[src/rtl/rvfpm_xif_offloader.sv]
// rvfpm_xif_offloader
//   Core-side X-interface initiator for rvfpm. It takes one FP instruction and
//   its operands from the core and issues it to the FPU. One cycle after the
//   issue handshake it commits or kills that instruction. It tracks accepted,
//   uncompleted transaction IDs in a scoreboard and forwards FPU results to
//   the core's integer writeback port.
//
//   Ports
//     ck, rst                     clock (rising edge), async active-low reset
//     instr_valid/ready, instr,
//     rs1, rs2                    instruction intake from core decode
//     flush                       kill the next commit, then drain outstanding work
//     issue_*                     issue handshake and held payload to the FPU
//     commit_valid/id/kill        one-cycle commit strobe
//     illegal                     one-cycle pulse when the FPU rejects an issue
//     result_*                    result channel from the FPU
//     wb_*                        integer writeback to the core
//     outstanding                 accepted, uncompleted transaction count
//     protocol_err                sticky: result seen for a non-outstanding ID
//     timeout_err                 sticky watchdog flag
//
//   Build option: define RVFPM_XIF_TIMEOUT_EN to include the watchdog.
//   Without it, timeout_err is tied low.
//
//   state  | meaning
//   IDLE   | waiting for an instruction from the core
//   ISSUE  | issue_valid held with stable payload until the FPU takes it
//   COMMIT | commit strobe cycle for the just-issued ID
//   DRAIN  | flush seen; intake blocked until outstanding reaches 0
module rvfpm_xif_offloader #(
    parameter int X_ID_WIDTH      = 4,
    parameter int XLEN            = 32,
    parameter int MAX_OUTSTANDING = 4,
    parameter int TIMEOUT_CYCLES  = 256
) (
    input  logic                                 ck,
    input  logic                                 rst,
    input  logic                                 instr_valid,
    output logic                                 instr_ready,
    input  logic [31:0]                          instr,
    input  logic [XLEN-1:0]                      rs1,
    input  logic [XLEN-1:0]                      rs2,
    input  logic                                 flush,
    output logic                                 issue_valid,
    input  logic                                 issue_ready,
    output logic [31:0]                          issue_instr,
    output logic [X_ID_WIDTH-1:0]                issue_id,
    output logic [XLEN-1:0]                      issue_rs0,
    output logic [XLEN-1:0]                      issue_rs1,
    input  logic                                 issue_accept,
    input  logic                                 issue_writeback,
    output logic                                 commit_valid,
    output logic [X_ID_WIDTH-1:0]                commit_id,
    output logic                                 commit_kill,
    output logic                                 illegal,
    input  logic                                 result_valid,
    output logic                                 result_ready,
    input  logic [X_ID_WIDTH-1:0]                result_id,
    input  logic [XLEN-1:0]                      result_data,
    input  logic [4:0]                           result_rd,
    input  logic                                 result_we,
    output logic                                 wb_valid,
    input  logic                                 wb_ready,
    output logic [4:0]                           wb_rd,
    output logic [XLEN-1:0]                      wb_data,
    output logic [$clog2(MAX_OUTSTANDING+1)-1:0] outstanding,
    output logic                                 protocol_err,
    output logic                                 timeout_err
);

    localparam int NUM_IDS = 1 << X_ID_WIDTH;
    localparam int OW      = $clog2(MAX_OUTSTANDING + 1);
    localparam logic [OW-1:0] MAX_OUT = OW'(MAX_OUTSTANDING);

    typedef enum logic [1:0] {ST_IDLE, ST_ISSUE, ST_COMMIT, ST_DRAIN} state_t;

    state_t                  state;
    logic                    live;        // holds intake closed during reset
    logic                    flush_seen;  // flush observed since capture
    logic [X_ID_WIDTH-1:0]   next_id;
    logic [NUM_IDS-1:0]      scoreboard;
    logic [NUM_IDS-1:0]      sb_next;

    logic issue_hs, result_hs, id_live, flushed, sb_set, sb_clr;

    // The result side carries its own write enable, so the issue-time
    // writeback hint carries no extra information here.
    logic unused_writeback;
    assign unused_writeback = issue_writeback;

    assign issue_hs  = issue_valid & issue_ready;
    assign result_hs = result_valid & wb_ready;
    assign id_live   = scoreboard[result_id];
    assign flushed   = flush_seen | flush;
    assign sb_set    = issue_hs & issue_accept & ~flushed;
    assign sb_clr    = result_hs & id_live;

    assign instr_ready  = live && (state == ST_IDLE) && (outstanding < MAX_OUT)
                          && !scoreboard[next_id] && !flush;
    assign result_ready = wb_ready;
    assign wb_valid     = result_valid & result_we & id_live;
    assign wb_rd        = result_rd;
    assign wb_data      = result_data;

    // Set and clear never target the same ID: an ID is only reissued once
    // its scoreboard bit is clear, and results for clear IDs are dropped.
    always_comb begin
        sb_next = scoreboard;
        if (sb_clr) sb_next[result_id] = 1'b0;
        if (sb_set) sb_next[issue_id]  = 1'b1;
    end

    always_ff @(posedge ck or negedge rst) begin
        if (!rst) begin
            state        <= ST_IDLE;
            live         <= 1'b0;
            flush_seen   <= 1'b0;
            next_id      <= '0;
            scoreboard   <= '0;
            outstanding  <= '0;
            issue_valid  <= 1'b0;
            issue_instr  <= '0;
            issue_id     <= '0;
            issue_rs0    <= '0;
            issue_rs1    <= '0;
            commit_valid <= 1'b0;
            commit_id    <= '0;
            commit_kill  <= 1'b0;
            illegal      <= 1'b0;
            protocol_err <= 1'b0;
        end else begin
            live         <= 1'b1;
            commit_valid <= 1'b0;
            commit_kill  <= 1'b0;
            illegal      <= 1'b0;
            scoreboard   <= sb_next;

            case ({sb_set, sb_clr})
                2'b10:   outstanding <= outstanding + OW'(1);
                2'b01:   outstanding <= outstanding - OW'(1);
                default: outstanding <= outstanding;
            endcase

            if (result_hs && !id_live) protocol_err <= 1'b1;

            case (state)
                ST_IDLE: begin
                    if (instr_valid && instr_ready) begin
                        state       <= ST_ISSUE;
                        issue_valid <= 1'b1;
                        issue_instr <= instr;
                        issue_rs0   <= rs1;
                        issue_rs1   <= rs2;
                        issue_id    <= next_id;
                        flush_seen  <= 1'b0;
                    end
                end
                ST_ISSUE: begin
                    if (flush) flush_seen <= 1'b1;
                    if (issue_ready) begin
                        state        <= ST_COMMIT;
                        issue_valid  <= 1'b0;
                        next_id      <= next_id + X_ID_WIDTH'(1);
                        commit_valid <= 1'b1;
                        commit_id    <= issue_id;
                        commit_kill  <= ~issue_accept | flushed;
                        illegal      <= ~issue_accept;
                    end
                end
                ST_COMMIT: begin
                    state <= flushed ? ST_DRAIN : ST_IDLE;
                end
                default: begin
                    if (outstanding == '0) state <= ST_IDLE;
                end
            endcase
        end
    end

`ifdef RVFPM_XIF_TIMEOUT_EN
    localparam int TW = $clog2(TIMEOUT_CYCLES + 1);
    localparam logic [TW-1:0] TMR_LOAD = TW'(TIMEOUT_CYCLES);

    // Down-counter reloaded while idle or on result progress; the flag sets
    // on the TIMEOUT_CYCLES-th consecutive cycle with work outstanding.
    logic [TW-1:0] tmr;

    always_ff @(posedge ck or negedge rst) begin
        if (!rst) begin
            tmr         <= TMR_LOAD;
            timeout_err <= 1'b0;
        end else if (outstanding == '0 || result_hs) begin
            tmr <= TMR_LOAD;
        end else begin
            if (tmr == TW'(1)) timeout_err <= 1'b1;
            if (tmr != '0)     tmr <= tmr - TW'(1);
        end
    end
`else
    // The watchdog limit only matters when the watchdog is built in.
    logic [31:0] unused_timeout_cfg;
    assign unused_timeout_cfg = TIMEOUT_CYCLES;
    assign timeout_err        = 1'b0;
`endif

endmodule

[config.mk]
export PLATFORM = sky130hd
export DESIGN_NAME = rvfpm_xif_offloader
export DESIGN_NICKNAME = d
export VERILOG_FILES = /design/src/rtl/rvfpm_xif_offloader.sv
export SDC_FILE = /design/constraint.sdc
export NUM_CORES = 1
export LEC_CHECK = 0
export ABC_CLOCK_PERIOD_IN_PS = 3600
export BUFFER_PORTS_ARGS = -buffer_cell sky130_fd_sc_hd__buf_2
export CAP_MARGIN = 20
export CORE_MARGIN = 2
export CORE_UTILIZATION = 45
export DETAILED_ROUTE_END_ITERATION = 12
export HOLD_SLACK_MARGIN = 0.08
export PLACE_DENSITY = 0.84
export SYNTH_ARGS = -nofsm -noshare
export SYNTH_HDL_FRONTEND = slang
export SYNTH_SLANG_ARGS = --single-unit
[constraint.sdc]
create_clock -name ck -period 3.6 [get_ports ck]
set_clock_uncertainty 0.15 [all_clocks]
set_input_delay 0.36 -clock ck [delete_from_list [all_inputs] [get_ports ck]]
set_output_delay 0.36 -clock ck [all_outputs]
set_load 0.01 [all_outputs]
==> results of run 1 <==
## final timing paths
path,start,endpoint,slack [ps]
max reg2reg,next_id[0]$_DFFE_PN0P_,issue_rs0[19]$_DFFE_PN0P_,660
max,next_id[0]$_DFFE_PN0P_,issue_rs0[19]$_DFFE_PN0P_,660
max in group asynchronous,rst,issue_rs1[21]$_DFFE_PN0P_,2180
min in group asynchronous,rst,scoreboard[3]$_DFF_PN0_,320
min,wb_ready,protocol_err$_DFFE_PN0P_,140
min reg2reg,protocol_err$_DFFE_PN0P_,protocol_err$_DFFE_PN0P_,320
## through the flow
step | std cells | setup slack, ps | instance area (sq um) | hold WS (ps)
2_1_floorplan | 431 | 663.6 | 5942 | -85.59
3_3_place_gp | 772 | 644.8 | 6944 | 190.3
3_5_place_dp | 772 | 582.9 | 6944 | 202.2
4_1_cts | 902 | 657.1 | 8571 | 116.7
5_1_grt | 902 | 548.3 | 8571 | 137.2
6_report | 902 | 657.3 | 8571 | 138.7
## flip-flops by register name, summed over array words and instances (netlist names), 2 cells and up
register	flops
issue_rs0	32
issue_instr	32
issue_id	4
next_id	4
outstanding	3
issue_rs1	32
commit_id	4
state	2
scoreboard	16
## kinds of logic (layout without fill, tap and decap cells)
| group | count (synthesis) | count (layout) | synth area share [%] |
|---|---|---|---|
| AO/OA/AOI/OAI | 32 | 32 | 4.233 |
| XOR/XNOR | 6 | 6 | 0.8844 |
| adder cells (fa/ha/maj) | 7 | 7 | 1.600 |
| buffers and inverters | 69 | 368 | 7.328 |
| flip-flops | 136 | 136 | 57.28 |
| multiplexers | 116 | 116 | 23.44 |
| other | 2 | 2 | 0.1264 |
| AND/OR/NAND/NOR | 63 | 63 | 5.117 |
## layer usage
layer | track usage (%) | wire length, um | vias up
met5 | 0 | 0 | -
li1 | - | - | 2052
met1 | 25.55 | 5879 | 2221
met2 | 40.27 | 8437 | 239
met4 | 8.482 | 380 | 0
met3 | 6.705 | 1062 | 32
## layout make-up
cell class | count | area (sq um)
repair buffers | 324 | 2151
flip-flops and latches | 136 | 3403
clock buffers | 20 | 446.7
inverters | 12 | 45.04
well taps | 172 | 215.2
fillers | 870 | 4203
clock inverters | 12 | 198.9
multi-input cells | 226 | 2111
## worst max-delay path, cell delays in order, from the launching register on
cell      delay (ps)
dfrtp_1          640
mux4_2           590
a22o_1           270
a211oi_4         230
buf_4            480
mux2_2           410
## synth_stat cells, drive strengths merged, types with 2 or more instances
master / count
o21ai: 4
nor2: 11
nand3: 6
xnor2: 4
o21bai: 2
mux2i: 3
mux4: 8
a32o: 3
ha: 6
nand2: 24
a22o: 10
buf: 51
and3: 5
nor2b: 6
dfrtp: 136
clkbuf: 6
mux2: 105
nor3b: 2
a21oi: 4
conb: 2
a211oi: 2
o2bb2ai: 2
xor2: 2
inv: 12
nor3: 2
nand4: 3
## where the power goes
part           switching [uW]  internal [uW]
registers                 454           2190
clock network             641           1250
logic                    1050           1180
==> flow_metrics.env, run 1 <==
export IMPL_worst_skew_pair_later_pin_latency_ps=410
export IMPL_critPathLaunchType="register"
export IMPL_htree_levels=4
export IMPL_globalRouteTotalUtil_pct=22.62
export IMPL_cts_resized=0
export IMPL_critPathArrivalTime_ps=3070
export IMPL_die_boundary_height_um=118.9
export IMPL_route_detailed_drc=0
export IMPL_grt_pass1_wl_mm=24.94
export IMPL_power_density_nw_per_um2=788.4
export IMPL_drt_vias_per_instance=5.038
export IMPL_die_x_um=118.9
export IMPL_status="complete, no violations"
export IMPL_vdd_drop_max_v=0.0004837
export IMPL_starting_drc_count_in_detailed_routing=265
export IMPL_critPathCaptureType="register"
export IMPL_drive_gt1_share_pct=50.14
export IMPL_portion_of_the_clock_cycle_consumed_by_the_worst_path_in_the_final_layout_pct=81.74
export IMPL_clk_root_buffer_cell="clkbuf_16"
export IMPL_maxCapViolations=0
export IMPL_placement_io_buffers=223
export IMPL_numCtsBuffers=17
export IMPL_final_period_minus_worst_setup_slack_ps=2943
export IMPL_antenna_cells=0
export IMPL_min_delay_path_class="primary input to register"
export IMPL_total_power_uw=6757
export IMPL_synthArstFlopShare_pct=100.0
export IMPL_ctsHoldBuffers=98
export IMPL_overflow_left_after_global_routing=0
export IMPL_netlist_instances=431
export IMPL_ioPinCount=300
export IMPL_yosysWarningCount=0
export IMPL_tightest_slew_ps=721.5
export IMPL_post_cts_setup_buffer_count=0
export IMPL_critical_path_required_ps=3730
export IMPL_final_setup_viol_count=0
export IMPL_pin_count_of_the_biggest_net_entering_global_routing=79
export IMPL_post_dp_hpwl_mm=9.893
export IMPL_synth_top_cell_area_share_pct=57.28
export IMPL_critical_path_peak_fanout=40
export IMPL_std_cell_rows=41
export IMPL_worstSetupPathType="register to register"
export IMPL_fin_util_pct=67.10
export IMPL_detail_route_first_pass_iterations=4
export IMPL_layout_common_cells="222 x buf_2, 136 x dfrtp_1, 101 x mux2_2, 98 x dlygate4sd3_1, 24 x nand2_1"
export IMPL_first_global_vias=4829
export IMPL_finalWirelength_mm=15.76
export IMPL_leakage_uw=0.004136
export IMPL_timing_hold_worst_path_depth=3
export IMPL_post_synth_instance_area_sq_um=5942
export IMPL_timing_setup_tns_ps=0
export IMPL_clkTransAtPathRegs_ps=60
export IMPL_finalNetCount=871
export IMPL_most_common_cell_after_layout_fill_and_taps_aside="buf_2"
export IMPL_yosys_register_bits=136
export IMPL_ys_seq_area_share_pct=57.28
export IMPL_antenna_violations_before_repair=0
export IMPL_routed_wire_length_per_instance_um=17.47
export IMPL_worst_r2r_path_depth=5
export IMPL_post_synthesis_cell_type_with_the_largest_combined_area="dfrtp_1"
export IMPL_cts_path_max_buffers=2
export IMPL_final_antenna_net_count=0
export IMPL_gp_congestion=0.8421
export IMPL_finalHoldViolations=0
export IMPL_syn_avg_cell_area_sq_um=13.79
export IMPL_design_die_area_sq_um=14140
export IMPL_tritoncts="done"
export IMPL_start_util_pct=46.52
export IMPL_fp_coreArea_sq_um=12770
export IMPL_detailroute_via_count=4544
export IMPL_slew_headroom_pct=51.80
export IMPL_dominantRegCellSynth="dfrtp_1"
export IMPL_ys_top_cells_by_area="dfrtp_1 57%, mux2_2 19%, buf_4 5.7%"
export IMPL_area_growth_synth_to_final_pct=44.24
export IMPL_grt_setup_unrepaired="no"
export IMPL_synthesized_netlist_net_count=585
export IMPL_slew_violations=0
export IMPL_synth_enable_flop_cells=0
export IMPL_synth_lib_cells_used_distinct=39
export IMPL_fmaxAchievable_ghz=0.3398
export IMPL_clock_sink_count=136
Power figures use the tool's default switching activity.
==> run 2, diff against run 1 <==
Settings changed: ABC_CLOCK_PERIOD_IN_PS 3600 to 3000.
Clock period 3.6 ns to 3 ns, I/O delays scaled along.
==> run 2 against run 1 <==
Effect of this change:
- final area increased by 0.73%
- global-route usage increased by 0.98 points
- die area unchanged
- register-to-register slack got worse by 390 ps
- critical path depth increased by 4
- wire length increased by 2.5%
- maximum frequency increased by 7.8%
- highest routed layer unchanged
- worst hold slack improved by 27 ps
- core utilization increased by 0.49 points
- flip-flop and latch count unchanged
- sequential power increased by 20%
- largest power group unchanged
==> flow_metrics.env, run 2 (same netlist as run 1, synthesis figures left out) <==
export IMPL_grt_pass1_wl_mm=26.10
export IMPL_worst_skew_pair_later_pin_latency_ps=410
export IMPL_hold_path_startpoint="result_id[0]"
export IMPL_worst_r2r_startpoint="scoreboard[14]$_DFF_PN0_"
export IMPL_timing_critical_path_from="scoreboard[14]$_DFF_PN0_"
export IMPL_htree_levels=4
export IMPL_total_power_uw=8180
export IMPL_critical_path_peak_fanout=3
export IMPL_fmaxAchievable_ghz=0.3662
export IMPL_critPathLaunchType="register"
export IMPL_internal_power_uw=5585
export IMPL_placement_io_buffers=223
export IMPL_critPathArrivalTime_ps=2880
export IMPL_routed_wire_length_per_instance_um=17.77
export IMPL_portion_of_the_clock_cycle_consumed_by_the_worst_path_in_the_final_layout_pct=91.01
export IMPL_timing_setup_tns_ps=0
export IMPL_leakage_uw=0.004161
export IMPL_numPlacedInstances=773
export IMPL_timing_critical_path_cells="mux4_2 -> mux4_2 -> and3_1 -> ha_1 -> inv_1 -> fa_1 -> xor2_1 -> nor2_1 -> xor2_1"
export IMPL_p_switching_uw=2595
export IMPL_detailroute_via_count=4645
export IMPL_clkTransAtPathRegs_ps=60
export IMPL_power_density_nw_per_um2=947.5
export IMPL_clk_root_buffer_cell="clkbuf_16"
export IMPL_finalHoldViolations=0
export IMPL_clock_sink_count=136
export IMPL_fp_coreArea_sq_um=12770
export IMPL_cts_path_max_buffers=2
export IMPL_pre_cts_ws_ps=49.26
export IMPL_min_delay_path_class="primary input to register"
export IMPL_power_sequential_fraction_pct=38.7
export IMPL_tightest_slew_ps=818.3
export IMPL_final_fill_count=854
export IMPL_slowest_delay_ps=510
export IMPL_detail_route_first_pass_iterations=4
export IMPL_critical_path_top_delay_family="multiplexers"
export IMPL_critical_path_required_ps=3150
export IMPL_globalRouteTotalUtil_pct=23.59
export IMPL_antenna_violations_before_repair=0
export IMPL_die_boundary_height_um=118.9
export IMPL_post_cts_setup_buffer_count=0
export IMPL_crit_path_max_delay_cell_type="mux4_2"
export IMPL_area_growth_synth_to_final_pct=45.29
export IMPL_most_common_cell_after_layout_fill_and_taps_aside="buf_2"
export IMPL_status="complete, no violations"
export IMPL_vdd_drop_max_v=0.0005070
export IMPL_design_die_area_sq_um=14140
export IMPL_final_setup_viol_count=0
export IMPL_starting_drc_count_in_detailed_routing=231
export IMPL_reg_largest_list="issue_instr x32, issue_rs0 x32, issue_rs1 x32"
export IMPL_finalWirelength_mm=16.16
export IMPL_ioPinCount=300
export IMPL_start_util_pct=46.52
export IMPL_grt_setup_unrepaired="no"
export IMPL_numCtsBuffers=17
export IMPL_gp_congestion=0.8663
export IMPL_route_detailed_drc=0
export IMPL_first_global_vias=5063
export IMPL_finalNetCount=875
export IMPL_setup_ws_ps=269.6
export IMPL_critPathCaptureType="register"
export IMPL_timing_critical_path_buf_inv=1
export IMPL_clock_power_share_pct=28.2
export IMPL_swShare_pct=31.72
export IMPL_final_antenna_net_count=0
export IMPL_slew_headroom_pct=45.33
export IMPL_tritoncts="done"
export IMPL_non_filler_instance_count_after_layout=909
export IMPL_worstSetupPathType="register to register"
export IMPL_worst_hold_margin_ps=165.8
export IMPL_drt_vias_per_instance=5.110
export IMPL_p_comb_share_pct=33.0
export IMPL_post_dp_hpwl_mm=10.34
export IMPL_die_x_um=118.9
export IMPL_maxCapViolations=0
export IMPL_layout_common_cells="222 x buf_2, 136 x dfrtp_1, 101 x mux2_2, 101 x dlygate4sd3_1, 24 x nand2_1"
export IMPL_drive_gt1_share_pct=50.20
export IMPL_pin_count_of_the_biggest_net_entering_global_routing=83
export IMPL_final_period_minus_worst_setup_slack_ps=2730
export IMPL_slew_violations=0
export IMPL_overflow_left_after_global_routing=0
export IMPL_std_cell_rows=41
-- run 2: final timing paths --
check                                             end  slack (ps)  depth (start not counted)
hold / removal               scoreboard[11]$_DFF_PN0_         170                          3
setup reg to reg           outstanding[2]$_DFFE_PN0P_         270                          9
setup / recovery           outstanding[2]$_DFFE_PN0P_         270                          9
max in group asynchronous   issue_rs1[14]$_DFFE_PN0P_        1600                          3
hold reg to reg             issue_rs1[16]$_DFFE_PN0P_         340                          1
min in group asynchronous    commit_id[3]$_DFFE_PN0P_         280                          2
-- run 2: final cells by class --
| cell class | count | area [sq um] | share of cell area, % |
|---|---|---|---|
| Tap cell | 172 | 215.2 | 2.493 |
| Clock buffer | 20 | 466.7 | 5.406 |
| Clock inverter | 11 | 193.9 | 2.246 |
| Sequential cell | 136 | 3403 | 39.42 |
| Timing Repair Buffer | 328 | 2188 | 25.35 |
| Antenna cell | 4 | 10.01 | 0.1159 |
| Multi-Input combinational cell | 226 | 2111 | 24.45 |
| Inverter | 12 | 45.04 | 0.5217 |
-- run 2: metrics by stage --
| step | instance area (sq um) | util (%) |
|---|---|---|
| detailed placement | 6952 | 54.42 |
| floorplan | 5942 | - |
| CTS | 8623 | 67.51 |
| global route | 8623 | 67.51 |
| global placement | 6952 | 54.42 |
| finish | 8633 | 67.59 |
-- run 2: layer usage --
| metal | vias to the layer above | global-route usage [%] | part of all wire [%] |
|---|---|---|---|
| met5 | - | 0 | 0 |
| met4 | 0 | 9.821 | 2.9 |
| met3 | 40 | 6.849 | 7.7 |
| met2 | 261 | 42.78 | 54 |
| met1 | 2280 | 25.64 | 35 |
| li1 | 2064 | - | - |
-- run 2: power groups by stage --
stage	Clock [uW]	Sequential (uW)	Combinational (uW)
after floorplan	0	3400	1230
final	2310	3170	2700
after CTS	2350	3160	2700
after global routing	2450	3290	2920
after global placement	0	3120	2480
after detailed placement	0	3170	2580
-- run 2: what timing repair did --
action                                 in CTS  in global routing
resized for setup                           0                  0
hold buffers                              101                  0
endpoints found under the hold margin     154                  0
-- run 2: worst reg2reg max path, cell delays in order, from the launching register on --
cell and delay (ps):
dfrtp_1 400, mux4_2 500, mux4_2 510, and3_1 220
ha_1 220, inv_1 80, fa_1 180, xor2_1 150
nor2_1 70, xor2_1 140
==> run 3, diff against run 2 <==
Settings changed: BUFFER_PORTS_ARGS -buffer_cell sky130_fd_sc_hd__buf_2 to -buffer_cell sky130_fd_sc_hd__buf_4.
==> run 3 against run 2 <==
Effect of this change:
- final area rose by 7.4%
- non-clock buffer count rose by 3
- first-iteration DRC count is 11% lower
- cell count rose by 0.22%
- die area is the same
- flip-flop and latch count did not move
- via count is 0.54% lower
- clock power up 4%
- power up 7.6%
- critical path depth down 2
- sequential power up 1%
- critical path type unchanged
- critical endpoint is now outstanding[1]$_DFFE_PN0P_
- largest power group unchanged
==> flow_metrics.env, run 3 (same netlist as run 1, synthesis figures left out) <==
export IMPL_vdd_drop_max_v=0.0005669
export IMPL_slew_violations=0
export IMPL_final_period_minus_worst_setup_slack_ps=2806
export IMPL_grt_pass1_wl_mm=26.56
export IMPL_finalHoldViolations=0
export IMPL_final_setup_viol_count=0
export IMPL_critPathArrivalTime_ps=2990
export IMPL_slew_headroom_pct=49.13
export IMPL_std_cell_rows=41
export IMPL_post_dp_hpwl_mm=10.74
export IMPL_tritoncts="done"
export IMPL_starting_drc_count_in_detailed_routing=205
export IMPL_non_filler_instance_count_after_layout=911
export IMPL_detailroute_via_count=4620
export IMPL_ioPinCount=300
export IMPL_fp_coreArea_sq_um=12770
export IMPL_pin_count_of_the_biggest_net_entering_global_routing=84
export IMPL_finalWirelength_mm=16.99
export IMPL_cell_area_placed_sq_um=7567
export IMPL_start_util_pct=46.52
export IMPL_status="complete, no violations"
export IMPL_routed_wire_length_per_instance_um=18.65
export IMPL_die_boundary_height_um=118.9
export IMPL_drive_gt1_share_pct=50.41
export IMPL_reg_largest_list="issue_instr x32, issue_rs0 x32, issue_rs1 x32"
export IMPL_htree_levels=4
export IMPL_clk_root_buffer_cell="clkbuf_16"
export IMPL_worst_skew_pair_later_pin_latency_ps=430
export IMPL_design_die_area_sq_um=14140
export IMPL_critical_path_peak_fanout=3
export IMPL_numPlacedInstances=776
export IMPL_critPathCaptureType="register"
export IMPL_post_cts_setup_buffer_count=0
export IMPL_min_delay_path_class="primary input to register"
export IMPL_numCtsBuffers=17
export IMPL_placement_io_buffers=223
export IMPL_cts_resized=0
export IMPL_drt_vias_per_instance=5.071
export IMPL_final_antenna_net_count=0
export IMPL_overflow_left_after_global_routing=0
export IMPL_critPathLaunchType="register"
export IMPL_gp_congestion=0.8313
export IMPL_clkTransAtPathRegs_ps=60
export IMPL_setup_ws_ps=194.2
export IMPL_antenna_violations_before_repair=2
export IMPL_fin_util_pct=72.57
export IMPL_maxCapViolations=0
export IMPL_tightest_slew_ps=752.4
export IMPL_most_common_cell_after_layout_fill_and_taps_aside="buf_4"
export IMPL_detail_route_first_pass_iterations=4
export IMPL_pre_cts_ws_ps=120.1
export IMPL_stdcell_area_sq_um=9270
export IMPL_die_x_um=118.9
export IMPL_critical_path_required_ps=3180
export IMPL_cts_path_max_buffers=2
export IMPL_worstSetupPathType="register to register"
export IMPL_layout_common_cells="224 x buf_4, 136 x dfrtp_1, 101 x mux2_2, 101 x dlygate4sd3_1, 24 x nand2_1"
export IMPL_leakage_uw=0.004360
export IMPL_route_detailed_drc=0
export IMPL_portion_of_the_clock_cycle_consumed_by_the_worst_path_in_the_final_layout_pct=93.53
export IMPL_fmaxAchievable_ghz=0.3564
export IMPL_first_global_vias=5078
export IMPL_area_growth_synth_to_final_pct=56.01
export IMPL_finalNetCount=878
export IMPL_power_density_nw_per_um2=949.9
export IMPL_clock_sink_count=136
export IMPL_grt_setup_unrepaired="no"
export IMPL_timing_setup_tns_ps=0
export IMPL_globalRouteTotalUtil_pct=24.49
## run 3: layout make-up
class	instances	area, sq um
Multi-Input combinational cell	226	2111
Inverter	12	45.04
Tap cell	172	215.2
Clock buffer	20	466.7
Antenna cell	3	7.507
Fill cell	788	3503
Sequential cell	136	3403
Clock inverter	11	217.7
Timing Repair Buffer	331	2804
## run 3: routing by layer
layer | track usage, % | part of all wire [%] | vias to the layer above
li1 | - | - | 2071
met2 | 44.22 | 55 | 225
met5 | 0 | 0 | -
met3 | 8.381 | 7.1 | 33
met1 | 25.37 | 36 | 2291
met4 | 11.53 | 2.5 | 0
## run 3: per-stage QoR
step	hold slack [ps]	power, uW
after global placement	240.1	6088
after detailed placement	256.2	6258
after floorplan	-145.6	4628
final	105.5	8806
after CTS	94.35	8801
after global routing	134.7	9248
## run 3: worst paths after layout
kind	start	to	slack [ps]	cells after the start
max	scoreboard[15]$_DFF_PN0_	outstanding[1]$_DFFE_PN0P_	190	7
max in group asynchronous	rst	issue_rs0[1]$_DFFE_PN0P_	1560	3
min in group asynchronous	rst	scoreboard[7]$_DFF_PN0_	360	2
min	result_id[0]	scoreboard[3]$_DFF_PN0_	110	4
min reg2reg	protocol_err$_DFFE_PN0P_	protocol_err$_DFFE_PN0P_	330	1
max reg2reg	scoreboard[15]$_DFF_PN0_	outstanding[1]$_DFFE_PN0P_	190	7
## run 3: worst max-delay path: stages, from the launching register on
cell	delay [ps]
dfrtp_1	400
mux4_2	500
mux4_2	530
and3_1	230
ha_1	220
inv_1	70
fa_1	400
o21ai_0	210
## run 3: what timing repair did
action / in CTS / in global routing
hold endpoints to repair: 182 / 0
hold buffers: 101 / 0
setup endpoints to repair: 0 / 0
## run 3: report_power, final
group	internal (uW)	switching (uW)	leakage (uW)
combinational	1860	1340	0.00235
sequential	2630	581	0.00168
clock	1620	777	0.000329
